===== src/rtl/sin_lockin_pkg.sv =====
// sin_lockin_pkg: shared widths, FSM state type and result scaling for the lock-in accumulator
// Optional SIN_LOCKIN_ROUND_EN: round half up with positive saturation instead of floor
package sin_lockin_pkg;
  localparam int SL_MPR = 14;
  localparam int SL_ADW = 14;
  localparam int SL_WLW = 16;
  localparam int SL_OUTW = 32;
  localparam int ACCW = SL_MPR + SL_ADW + SL_WLW;
  localparam int DROPW = ACCW - SL_OUTW;
  typedef enum logic {IDLE, ACC} state_t;
  function automatic logic [SL_OUTW-1:0] scale(input logic signed [ACCW-1:0] a);
`ifdef SIN_LOCKIN_ROUND_EN
    logic [ACCW:0] r;
    r = {a[ACCW-1], a} + (ACCW+1)'(2 ** (DROPW - 1));
    // differing top bits mean the half-LSB add carried past the positive range
    return (r[ACCW] != r[ACCW-1]) ? {1'b0, {(SL_OUTW-1){1'b1}}} : r[ACCW-1:DROPW];
`else
    return a[ACCW-1:DROPW];
`endif
  endfunction
endpackage


===== src/rtl/sin_lockin_if.sv =====
// sin_lockin_if: result stream with valid/ready and sticky overrun
// master: drives result_o, result_valid_o, overrun_o; samples result_ready_i
// slave: the consumer side of the same signals
interface sin_lockin_if #(parameter int OUTW = 32);
  logic [OUTW-1:0] result_o;
  logic result_valid_o;
  logic result_ready_i;
  logic overrun_o;
  modport master(output result_o, result_valid_o, overrun_o, input result_ready_i);
  modport slave(input result_o, result_valid_o, overrun_o, output result_ready_i);
endinterface


===== src/rtl/sin_lockin_mac.sv =====
// sin_lockin_mac: two-stage multiply/accumulate, frozen while clken is low
// Ports: clk, reset_n (async active-low), clken, fsin_i/adc_i samples, qual_i/first_i/last_i
// sample flags; acc_o running window sum, done_o high while acc_o holds a completed window
module sin_lockin_mac
  import sin_lockin_pkg::*;
#(
  parameter int MPR = SL_MPR,
  parameter int ADW = SL_ADW
) (
  input  logic                   clk,
  input  logic                   reset_n,
  input  logic                   clken,
  input  logic signed [MPR-1:0]  fsin_i,
  input  logic signed [ADW-1:0]  adc_i,
  input  logic                   qual_i,
  input  logic                   first_i,
  input  logic                   last_i,
  output logic signed [ACCW-1:0] acc_o,
  output logic                   done_o
);
  logic signed [MPR+ADW-1:0] prod_q;
  logic v1_q, first1_q, last1_q, done_q;
  logic signed [ACCW-1:0] acc_q;
  always_ff @(posedge clk or negedge reset_n)
    if (!reset_n) begin
      prod_q <= '0;
      v1_q <= 1'b0;
      first1_q <= 1'b0;
      last1_q <= 1'b0;
      acc_q <= '0;
      done_q <= 1'b0;
    end else if (clken) begin
      prod_q <= (MPR+ADW)'(fsin_i) * (MPR+ADW)'(adc_i);
      v1_q <= qual_i;
      first1_q <= first_i;
      last1_q <= last_i;
      // the first product of a window overwrites, which also drops any aborted partial sum
      if (v1_q) acc_q <= first1_q ? ACCW'(prod_q) : acc_q + ACCW'(prod_q);
      done_q <= v1_q & last1_q;
    end
  assign acc_o = acc_q;
  assign done_o = done_q;
endmodule


===== src/rtl/sin_lockin_acc.sv =====
// sin_lockin_acc: lock-in demodulator, integrates fsin*adc over programmable windows
// Ports: clk, reset_n (async active-low), clken, fsin_i, sin_valid_i, adc_i, enable_i,
// win_len_i (latched per window), res_if (result stream master), busy_o (window in progress)
// Optional SIN_LOCKIN_ROUND_EN: rounded, saturating result scaling (see sin_lockin_pkg)
module sin_lockin_acc
  import sin_lockin_pkg::*;
#(
  parameter int MPR = SL_MPR,
  parameter int ADW = SL_ADW,
  parameter int WLW = SL_WLW,
  parameter int OUTW = SL_OUTW
) (
  input  logic                  clk,
  input  logic                  reset_n,
  input  logic                  clken,
  input  logic signed [MPR-1:0] fsin_i,
  input  logic                  sin_valid_i,
  input  logic signed [ADW-1:0] adc_i,
  input  logic                  enable_i,
  input  logic [WLW-1:0]        win_len_i,
  sin_lockin_if.master          res_if,
  output logic                  busy_o
);
  state_t state_q;
  logic [WLW-1:0] cnt_q, len_q;
  logic busy_q, qual, first, last, done, load, accept;
  logic signed [ACCW-1:0] acc;
  logic [OUTW-1:0] result_q, result_d;
  logic valid_q, valid_d, overrun_q, overrun_d;
  assign qual = sin_valid_i & (state_q == ACC);
  assign first = cnt_q == '0;
  assign last = cnt_q == len_q - WLW'(1);
  always_ff @(posedge clk or negedge reset_n)
    if (!reset_n) begin
      state_q <= IDLE;
      busy_q <= 1'b0;
      cnt_q <= '0;
      len_q <= '0;
    end else if (clken) begin
      if (state_q == IDLE) begin
        if (enable_i && win_len_i != '0) begin
          state_q <= ACC;
          busy_q <= 1'b1;
          len_q <= win_len_i;
          cnt_q <= '0;
        end
      end else begin
        if (sin_valid_i) cnt_q <= last ? '0 : cnt_q + WLW'(1);
        if (!enable_i) begin
          state_q <= IDLE;
          busy_q <= 1'b0;
        end else if (sin_valid_i && last) begin
          // back-to-back windows: relatch length, or stop if it was set to zero
          if (win_len_i == '0) begin
            state_q <= IDLE;
            busy_q <= 1'b0;
          end else len_q <= win_len_i;
        end
      end
    end
  sin_lockin_mac #(.MPR(MPR), .ADW(ADW)) u_mac (
    .clk(clk),
    .reset_n(reset_n),
    .clken(clken),
    .fsin_i(fsin_i),
    .adc_i(adc_i),
    .qual_i(qual),
    .first_i(first),
    .last_i(last),
    .acc_o(acc),
    .done_o(done)
  );
  // result handshake runs every cycle; only the load of a new window waits for clken
  always_comb begin
    load = clken & done;
    accept = valid_q & res_if.result_ready_i;
    valid_d = load | (valid_q & ~accept);
    overrun_d = ~accept & (overrun_q | (load & valid_q));
    result_d = load ? scale(acc) : result_q;
  end
  always_ff @(posedge clk or negedge reset_n)
    if (!reset_n) begin
      result_q <= '0;
      valid_q <= 1'b0;
      overrun_q <= 1'b0;
    end else begin
      result_q <= result_d;
      valid_q <= valid_d;
      overrun_q <= overrun_d;
    end
  assign res_if.result_o = result_q;
  assign res_if.result_valid_o = valid_q;
  assign res_if.overrun_o = overrun_q;
  assign busy_o = busy_q;
endmodule


===== src/flat_wrapper.sv =====
// flat-port wrapper written by rule: the top's interface ports become plain ports
module sin_lockin_acc_flat import sin_lockin_pkg::*;
#(
  parameter int MPR = SL_MPR,
  parameter int ADW = SL_ADW,
  parameter int WLW = SL_WLW,
  parameter int OUTW = SL_OUTW
)
  (clk, reset_n, clken, fsin_i, sin_valid_i, adc_i, enable_i, win_len_i, busy_o, res_if_result_o, res_if_result_valid_o, res_if_overrun_o, res_if_result_ready_i);
  sin_lockin_if #(.OUTW(OUTW)) res_if_i ();
  input  logic clk;
  input  logic reset_n;
  input  logic clken;
  input  logic signed [MPR-1:0] fsin_i;
  input  logic sin_valid_i;
  input  logic signed [ADW-1:0] adc_i;
  input  logic enable_i;
  input  logic [WLW-1:0] win_len_i;
  output logic busy_o;
  output wire logic [$bits(res_if_i.result_o)-1:0] res_if_result_o;
  output wire logic [$bits(res_if_i.result_valid_o)-1:0] res_if_result_valid_o;
  output wire logic [$bits(res_if_i.overrun_o)-1:0] res_if_overrun_o;
  input wire logic [$bits(res_if_i.result_ready_i)-1:0] res_if_result_ready_i;
  assign res_if_result_o = res_if_i.result_o;
  assign res_if_result_valid_o = res_if_i.result_valid_o;
  assign res_if_overrun_o = res_if_i.overrun_o;
  assign res_if_i.result_ready_i = res_if_result_ready_i;
  sin_lockin_acc #(.MPR(MPR), .ADW(ADW), .WLW(WLW), .OUTW(OUTW)) u_core (.clk(clk), .reset_n(reset_n), .clken(clken), .fsin_i(fsin_i), .sin_valid_i(sin_valid_i), .adc_i(adc_i), .enable_i(enable_i), .win_len_i(win_len_i), .res_if(res_if_i), .busy_o(busy_o));
endmodule

===== config.mk =====
export PLATFORM = sky130hd
export DESIGN_NAME = sin_lockin_acc_flat
export DESIGN_NICKNAME = d
export VERILOG_FILES = /design/src/rtl/sin_lockin_pkg.sv /design/src/rtl/sin_lockin_if.sv /design/src/rtl/sin_lockin_mac.sv /design/src/rtl/sin_lockin_acc.sv /design/src/flat_wrapper.sv
export SDC_FILE = /design/constraint.sdc
export NUM_CORES = 1
export LEC_CHECK = 0
export ABC_CLOCK_PERIOD_IN_PS = 3500
export BUFFER_PORTS_ARGS = -buffer_cell sky130_fd_sc_hd__buf_2
export CAP_MARGIN = 10
export CORE_MARGIN = 3
export CORE_UTILIZATION = 45
export CTS_CLUSTER_DIAMETER = 80
export DETAILED_ROUTE_END_ITERATION = 6
export RECOVER_POWER = 100
export SLEW_MARGIN = 40
export SYNTH_ARGS = -nofsm -noshare
export SYNTH_HDL_FRONTEND = slang
export SYNTH_HIERARCHICAL = 1
export SYNTH_SLANG_ARGS = --single-unit

===== constraint.sdc =====
create_clock -name clk -period 3.5 [get_ports clk]
set_clock_uncertainty 0.05 [all_clocks]
set_input_delay 0.175 -clock clk [delete_from_list [all_inputs] [get_ports clk]]
set_output_delay 0.175 -clock clk [all_outputs]
set_load 0.005 [all_outputs]

==> key figures, run 1 <==
Layout
  • Share of layout cells above drive strength 1: 0.210
  • Most frequent cells in the layout: inv_1 (236), fa_1 (191), dfrtp_1 (144), nand2_1 (140), buf_4 (127)
  • Nets: 2,309
  • Fin cells: 2,424
  • Synth-to-layout area growth: 19.0%
  • N_diodes: 0
  • Leading cell type in the layout, fill and taps excluded: inv_1

Logic synthesis
  • Post-synthesis instance area: 16,400 sq um
  • Cell taking the most area after synthesis: fa_1
  • Top area cells in the synthesized netlist: fa_1 (24%), dfrtp_1 (22%), ha_1 (8.6%)
  • Post-synthesis compound-gate area fraction: 0.120
  • Synth unique cells: 80
  • Synthesized Nets: 2,106
  • Multiplexer share of the synthesized area: 0.0557
  • Post-synth EDFFs: 0
  • Seq cells post-synth: 144
  • Top FF cell, synth: dfrtp_1
  • Post-Synth Adder-Cell Area: 0.325
  • FFs w/ async S/R, synth: 1.00
  • Xor/xnor share of the synthesized area: 0.0528
  • Synth top area share: 0.239
  • Cells after synthesis: 1,747
  • Main combinational cell family by area after synthesis: adder cells
  • Synthesis Warnings: 6
  • Post-Synth Simple-Gate Area: 0.152
  • Sequential fraction of the synthesis area: 0.220
  • Synthesized area per cell: 9.39 sq um

Routing
  • Routed Wire Length: 37,200 microns
  • Iter 0 DRT Violations: 482
  • Initial DRT Pass Iterations: 5
  • Vias/cell: 5.19
  • Via count: 12.6k
  • Wirelength per Cell: 15.4 microns
  • Post-route ant nets: 0
  • Residual DRC: 0

Outcome
  • Status: finished, violations left
  • Failing checks: capacitance limit, slew limit, setup timing

GRT
  • Total GRT Usage: 0.197
  • Initial antenna violation count: 0
  • GR Util met3: 0.0263
  • Grt met2 use: 0.339
  • Grt ovf: 0
  • Largest net degree at the start of global routing: 95
  • GRT met1 Usage: 0.270
  • First-pass GRT wire length: 64,000 microns
  • Vias in the first global route: 13.3k
  • Busiest grt layer: met2

Timing
  • Max-slew headroom: -0.549
  • Final Max Tran Viols: 181
  • Final WS setup: -1910 ps
  • Min cycle time layout: 5410 ps
  • RSZ-0062 raised after global routing: true
  • FMAX: 0.185 GHz
  • Tcrit/Tclk final: 1.55
  • Worst-Margin Slew: 2320 ps
  • Hold Fails Final Rpt: 0
  • Final setup vio count: 23

Worst hold path
  • WHS Path Cells: 4
  • Worst Hold Class: primary input to flip-flop
  • Worst Hold End: u_core/busy_o
  • HP Start: clken

Critical path
  • Critical path, cell by cell: buf_8, buf_12, and2_4, fa_1, inv_1, fa_1, inv_1, fa_1, fa_1, fa_1, inv_1, fa_1, inv_2, ha_4, a21o_1, a21oi_1, nor2_1, or3_4, and3_4, o41ai_4, o21bai_1, a21oi_2, xnor2_1, mux2_4
  • Worst path arrival time: 5670 ps
  • R2R Setup Slk: 60 ps
  • Data required time at the worst endpoint: 3760 ps
  • CP peak stage delay: 530 ps
  • Most common cell on crit path: fa_1
  • Reg2reg start: u_core/u_mac/prod_q[0]
  • Crit path buf inv count: 6
  • R2r endpoint: u_core/u_mac/acc_o[42]
  • Worst Reg-to-Reg Cells: 13
  • Setup Crit Path Kind: primary input to flip-flop
  • Crit-path max FO: 6
  • Worst path top cell family by delay: adder cells
  • Slowest-stage cell, CP: fa_1
  • Critical path endpoint category: flip-flop
  • Worst Setup Start Kind: primary input

Flow run
  • Max-cap violation count: 3

Clock tree
  • Clock sinks: 144
  • Inserted Clock Buffers: 17
  • Reg clk slew, reported paths: 60 ps
  • Clock Tree Buf Depth: 2
  • Clock Latency Late Sink: 430 ps
  • CTS tree: built
  • Root Driver: clkbuf_16
  • H-Tree Depth: 4

Floorplan
  • Die area: 38,800 sq um
  • Die span in x: 197 microns
  • Die Y: 197 microns
  • Rows: 69
  • Core area: 35,700 sq um
  • Initial Utilization: 0.459
  • Top Ports: 85

Place
  • DP Wirelength: 29,800 microns
  • Cell Count Post-Placement: 2,366
  • IO Port Bufs: 84
  • Final Wtd Congestion: 0.860
[per-stage QoR]
stage                util  TNS (ps)  hold slack [ps]  area (sq um)  setup WS (ps)
floorplan               -    -31490             -171         16700          -2130
CTS                 0.542    -30240             94.1         19400          -1940
detailed placement  0.515    -41970              192         18400          -2420
global route        0.546    -35330              193         19500          -2190
finish              0.546    -30380              185         19500          -1910
global placement    0.515    -41080              257         18400          -2380
[kinds of logic after synthesis]
| logic type | Yosys count |
|---|---|
| AO/OA/AOI/OAI | 316 |
| adder cells (fa/ha/maj) | 309 |
| flip-flops | 144 |
| buffers and inverters | 318 |
| AND/OR/NAND/NOR | 483 |
| XOR/XNOR | 99 |
| multiplexers | 78 |
[registers in the layout, indices dropped and copies added, names as in the netlist]
| name | flops |
|---|---|
| u_core/res_if.overrun_o | 1 |
| u_core/state_q | 1 |
| u_core/u_mac/first1_q | 1 |
| u_core/u_mac/last1_q | 1 |
| u_core/busy_o | 1 |
| u_core/u_mac/v1_q | 1 |
| u_core/u_mac/prod_q | 28 |
| u_core/cnt_q | 16 |
| u_core/u_mac/acc_o | 44 |
| u_core/u_mac/done_o | 1 |
| u_core/res_if.result_o | 32 |
| u_core/res_if.result_valid_o | 1 |
| u_core/len_q | 16 |
[cell usage after synthesis, types with 8 or more instances]
cell type  count
a21o_1        33
a21oi_1      104
a31oi_1       14
and2_1       106
and3_1        16
clkbuf_1      61
dfrtp_1      144
fa_1         196
ha_1         113
inv_1        250
mux2_2        62
mux2_4        11
nand2_1      141
nand2b_1      15
nand3_1       26
nand4_1       13
nor2_1        93
nor2b_1        8
nor3_1        15
nor4_1        10
o211ai_1      10
o21ai_0       81
o21ai_1        8
o21bai_1      11
xnor2_1       65
xor2_1        34
[worst reg2reg max path, stage by stage, from the launching register on]
cell and delay [ps]:
dfrtp_1 370, ha_1 210, inv_1 70, fa_1 410
nand2b_1 180, a21oi_1 180, o21ai_0 170, o21ai_0 330
a41oi_1 290, o211ai_1 280, o211ai_1 190, o21ai_1 190
xor2_1 90, a221o_1 320
[worst max path at each step]
stage / startpoint / endpoint / slack (ps) / cells after the start
2_1_floorplan: fsin_i[6] / u_core/u_mac/prod_q[25] / -2130 / 25
3_3_place_gp: adc_i[2] / u_core/u_mac/prod_q[25] / -2380 / 25
3_5_place_dp: adc_i[2] / u_core/u_mac/prod_q[25] / -2420 / 25
4_1_cts: adc_i[2] / u_core/u_mac/prod_q[26] / -1940 / 25
5_1_grt: adc_i[2] / u_core/u_mac/prod_q[25] / -2190 / 25
6_report: adc_i[2] / u_core/u_mac/prod_q[25] / -1910 / 24
[metal layers]
metal	vias up	wire length [microns]
li1	6163	-
met1	6172	17700
met2	209	17800
met3	36	1220
met4	0	451
met5	-	0
[cell type report]
class	count	area [sq um]
sequential	144	3600
multi-input combinational	1285	12000
timing repair buffer	252	1800
clock buffer	17	425
tap	461	577
fill	3318	16200
clock inverter	15	149
inverter	250	938
[repair_timing]
item | in CTS | in global routing
resized for setup | 35 | 66
pin swaps | 21 | 23
endpoints found under the hold margin | 113 | 0
hold buffers | 20 | 0
buffers inserted | 4 | 4
setup endpoints to repair | 23 | 26
Power of run 1 is left out: the tool's default activity adds up to more than one toggle a clock period on the data nets, which glitch-free logic cannot reach.
==> run 2, diff against run 1 <==
- BUFFER_PORTS_ARGS: -buffer_cell sky130_fd_sc_hd__buf_2 -> unset
- DONT_BUFFER_PORTS: unset -> 1
==> key figures, run 2 (synthesis results as in run 1) <==
Outcome
  • Status: finished, violations left
  • Failing checks: hold timing, setup timing

Timing
  • Max-slew headroom: 0.107 (+0.656)
  • Final WS setup: -1740 ps (+171 ps)
  • RSZ-0062 raised after global routing: true
  • Worst-Margin Slew: 1340 ps (-984 ps)
  • Worst hold slack: -605 ps (-790 ps)
  • Tcrit/Tclk final: 1.50 (-0.0489)
  • Final setup vio count: 20 (-13%)
  • Hold Fails Final Rpt: 167 (+167)
  • Min cycle time layout: 5240 ps (-171 ps)
  • FMAX: 0.191 GHz (+3.3%)
  • Final Max Tran Viols: 0 (-100%)

Layout
  • N_diodes: 0 (unchanged)
  • Number of flip-flops in the largest register: 44 (unchanged)
  • Most frequent cells in the layout: inv_1 (239), fa_1 (191), dfrtp_1 (143), nand2_1 (140), ha_1 (99)
  • FF/Latch Area: 3600 sq um (about the same)
  • Leading cell type in the layout, fill and taps excluded: inv_1
  • Area of the multi-input gates: 12,000 sq um (-0.27%)
  • Post-Route Utilization: 0.526 (-0.0208)
  • Synth-to-layout area growth: 14.5%
  • Fin cells: 2,300 (-5.1%)
  • Filler cells: 3,322 (+0.12%)
  • Nets: 2,185 (-5.4%)
  • Share of layout cells above drive strength 1: 0.156 (-0.0544)

GRT
  • Grt ovf: 0 (unchanged)
  • Grt met2 use: 0.325 (-0.0141)
  • Total GRT Usage: 0.195 (-0.00215)
  • Initial antenna violation count: 0 (unchanged)
  • Busiest grt layer: met2
  • Vias in the first global route: 12.9k (-2.7%)
  • Largest net degree at the start of global routing: 145 (+53%)
  • First-pass GRT wire length: 63,100 microns (-1.5%)
  • GRT met1 Usage: 0.275 (+0.00540)
  • GR Util met3: 0.0270 (+0.000684)

Floorplan
  • Die area: 38,800 sq um (unchanged)
  • Top Ports: 85 (unchanged)
  • Core area: 35,700 sq um (unchanged)
  • Die span in x: 197 microns (unchanged)
  • Rows: 69 (unchanged)
  • Die Y: 197 microns (unchanged)
  • Initial Utilization: 0.459 (unchanged)

Clock tree
  • Inserted Clock Buffers: 17 (unchanged)
  • Clock sinks: 144 (unchanged)
  • Clock Tree Buf Depth: 2 (unchanged)
  • Reg clk slew, reported paths: 60 ps (about the same)
  • Root Driver: clkbuf_16
  • H-Tree Depth: 4 (unchanged)
  • # hold bufs at CTS: 32 (+60%)
  • CTS tree: built
  • Clock Latency Late Sink: 430 ps (about the same)

Critical path
  • Data required time at the worst endpoint: 3760 ps (about the same)
  • Crit-path max FO: 14 (+8)
  • Critical path endpoint category: flip-flop
  • Worst path arrival time: 5500 ps (-170 ps)
  • Worst Setup Start Kind: primary input
  • Setup Crit Path Kind: primary input to flip-flop

Routing
  • Wirelength per Cell: 15.8 microns (+3.1%)
  • Via count: 12.1k (-3.6%)
  • Routed Wire Length: 36,400 microns (-2.2%)
  • Vias/cell: 5.28 (+1.6%)
  • Residual DRC: 0 (unchanged)
  • Iter 0 DRT Violations: 518 (+7.5%)
  • Initial DRT Pass Iterations: 5 (unchanged)
  • Post-route ant nets: 0 (unchanged)

Place
  • Cell Count Post-Placement: 2,230 (-5.7%)
  • IO Port Bufs: 0 (-100%)
  • DP Wirelength: 28,500 microns (-4.3%)
  • Final Wtd Congestion: 0.851 (-1.0%)

Flow run
  • Max-cap violation count: 0 (-3)

Worst hold path
  • Worst Hold Class: primary input to async pin
[run 2: cell types whose count changed in the layout (fill, tap and decap cells not counted), sizes merged, moves of 7 or more]
cell / delta
buf: -115
clkbuf: -21
dlygate4sd3: +12
clkinv: +7
inv: -7
[run 2: final timing paths]
path / slack (ps) / to / from / depth (start not counted)
worst min-delay path: -610 / u_core/len_q[0] / reset_n / 0
min in group clk: -180 / u_core/u_mac/prod_q[5] / clken / 1
worst min register to register: 440 / u_core/u_mac/acc_o[0] / u_core/u_mac/acc_o[0] / 2
worst max register to register: 40 / u_core/cnt_q[1] / u_core/len_q[2] / 9
worst max-delay path: -1740 / u_core/u_mac/prod_q[27] / adc_i[2] / 22
max in group asynchronous: 3750 / u_core/res_if.result_o[12] / reset_n / 0
[run 2: cell type report]
class / count / area share
clock inverters: 15 / 0.00899
flip-flops and latches: 144 / 0.192
well taps: 461 / 0.0307
multi-input cells: 1285 / 0.639
repair buffers: 128 / 0.0567
inverters: 250 / 0.0499
clock buffers: 17 / 0.0226
[run 2: repair_timing]
item / in CTS / in global routing
buffers inserted: 9 / 4
endpoints found under the setup margin: 20 / 22
pin swaps: 23 / 15
endpoints found under the hold margin: 197 / 167
resized for setup: 47 / 22
[run 2: stage by stage]
step	setup TNS (ps)	instance area, sq um	worst slack [ps]
finish	-25610	18800	-1740
global route	-30910	18800	-1940
CTS	-25710	18700	-1740
detailed placement	-35780	17600	-2240
global placement	-35260	17600	-2200
floorplan	-31490	16700	-2130
[run 2: layer usage]
metal / vias to the layer above / wire length (microns)
li1: 5913 / -
met1: 5981 / 17800
met2: 206 / 16900
met3: 33 / 1300
met4: 0 / 416
met5: - / 0
[run 2: critical path: stages]
cell and delay (ps):
and2_1 150, fa_1 540, inv_1 50, fa_1 470, inv_1 50, fa_1 520, fa_1 430, fa_1 480
inv_1 50, fa_1 470, inv_1 60, ha_4 220, a21o_1 160, a21oi_1 160, nor2_1 60, or3_4 390
and3_4 210, o41ai_4 250, o2111ai_1 170, a21oi_1 200, xnor2_1 140, a21oi_1 80
Power of run 2 is left out for the same reason.
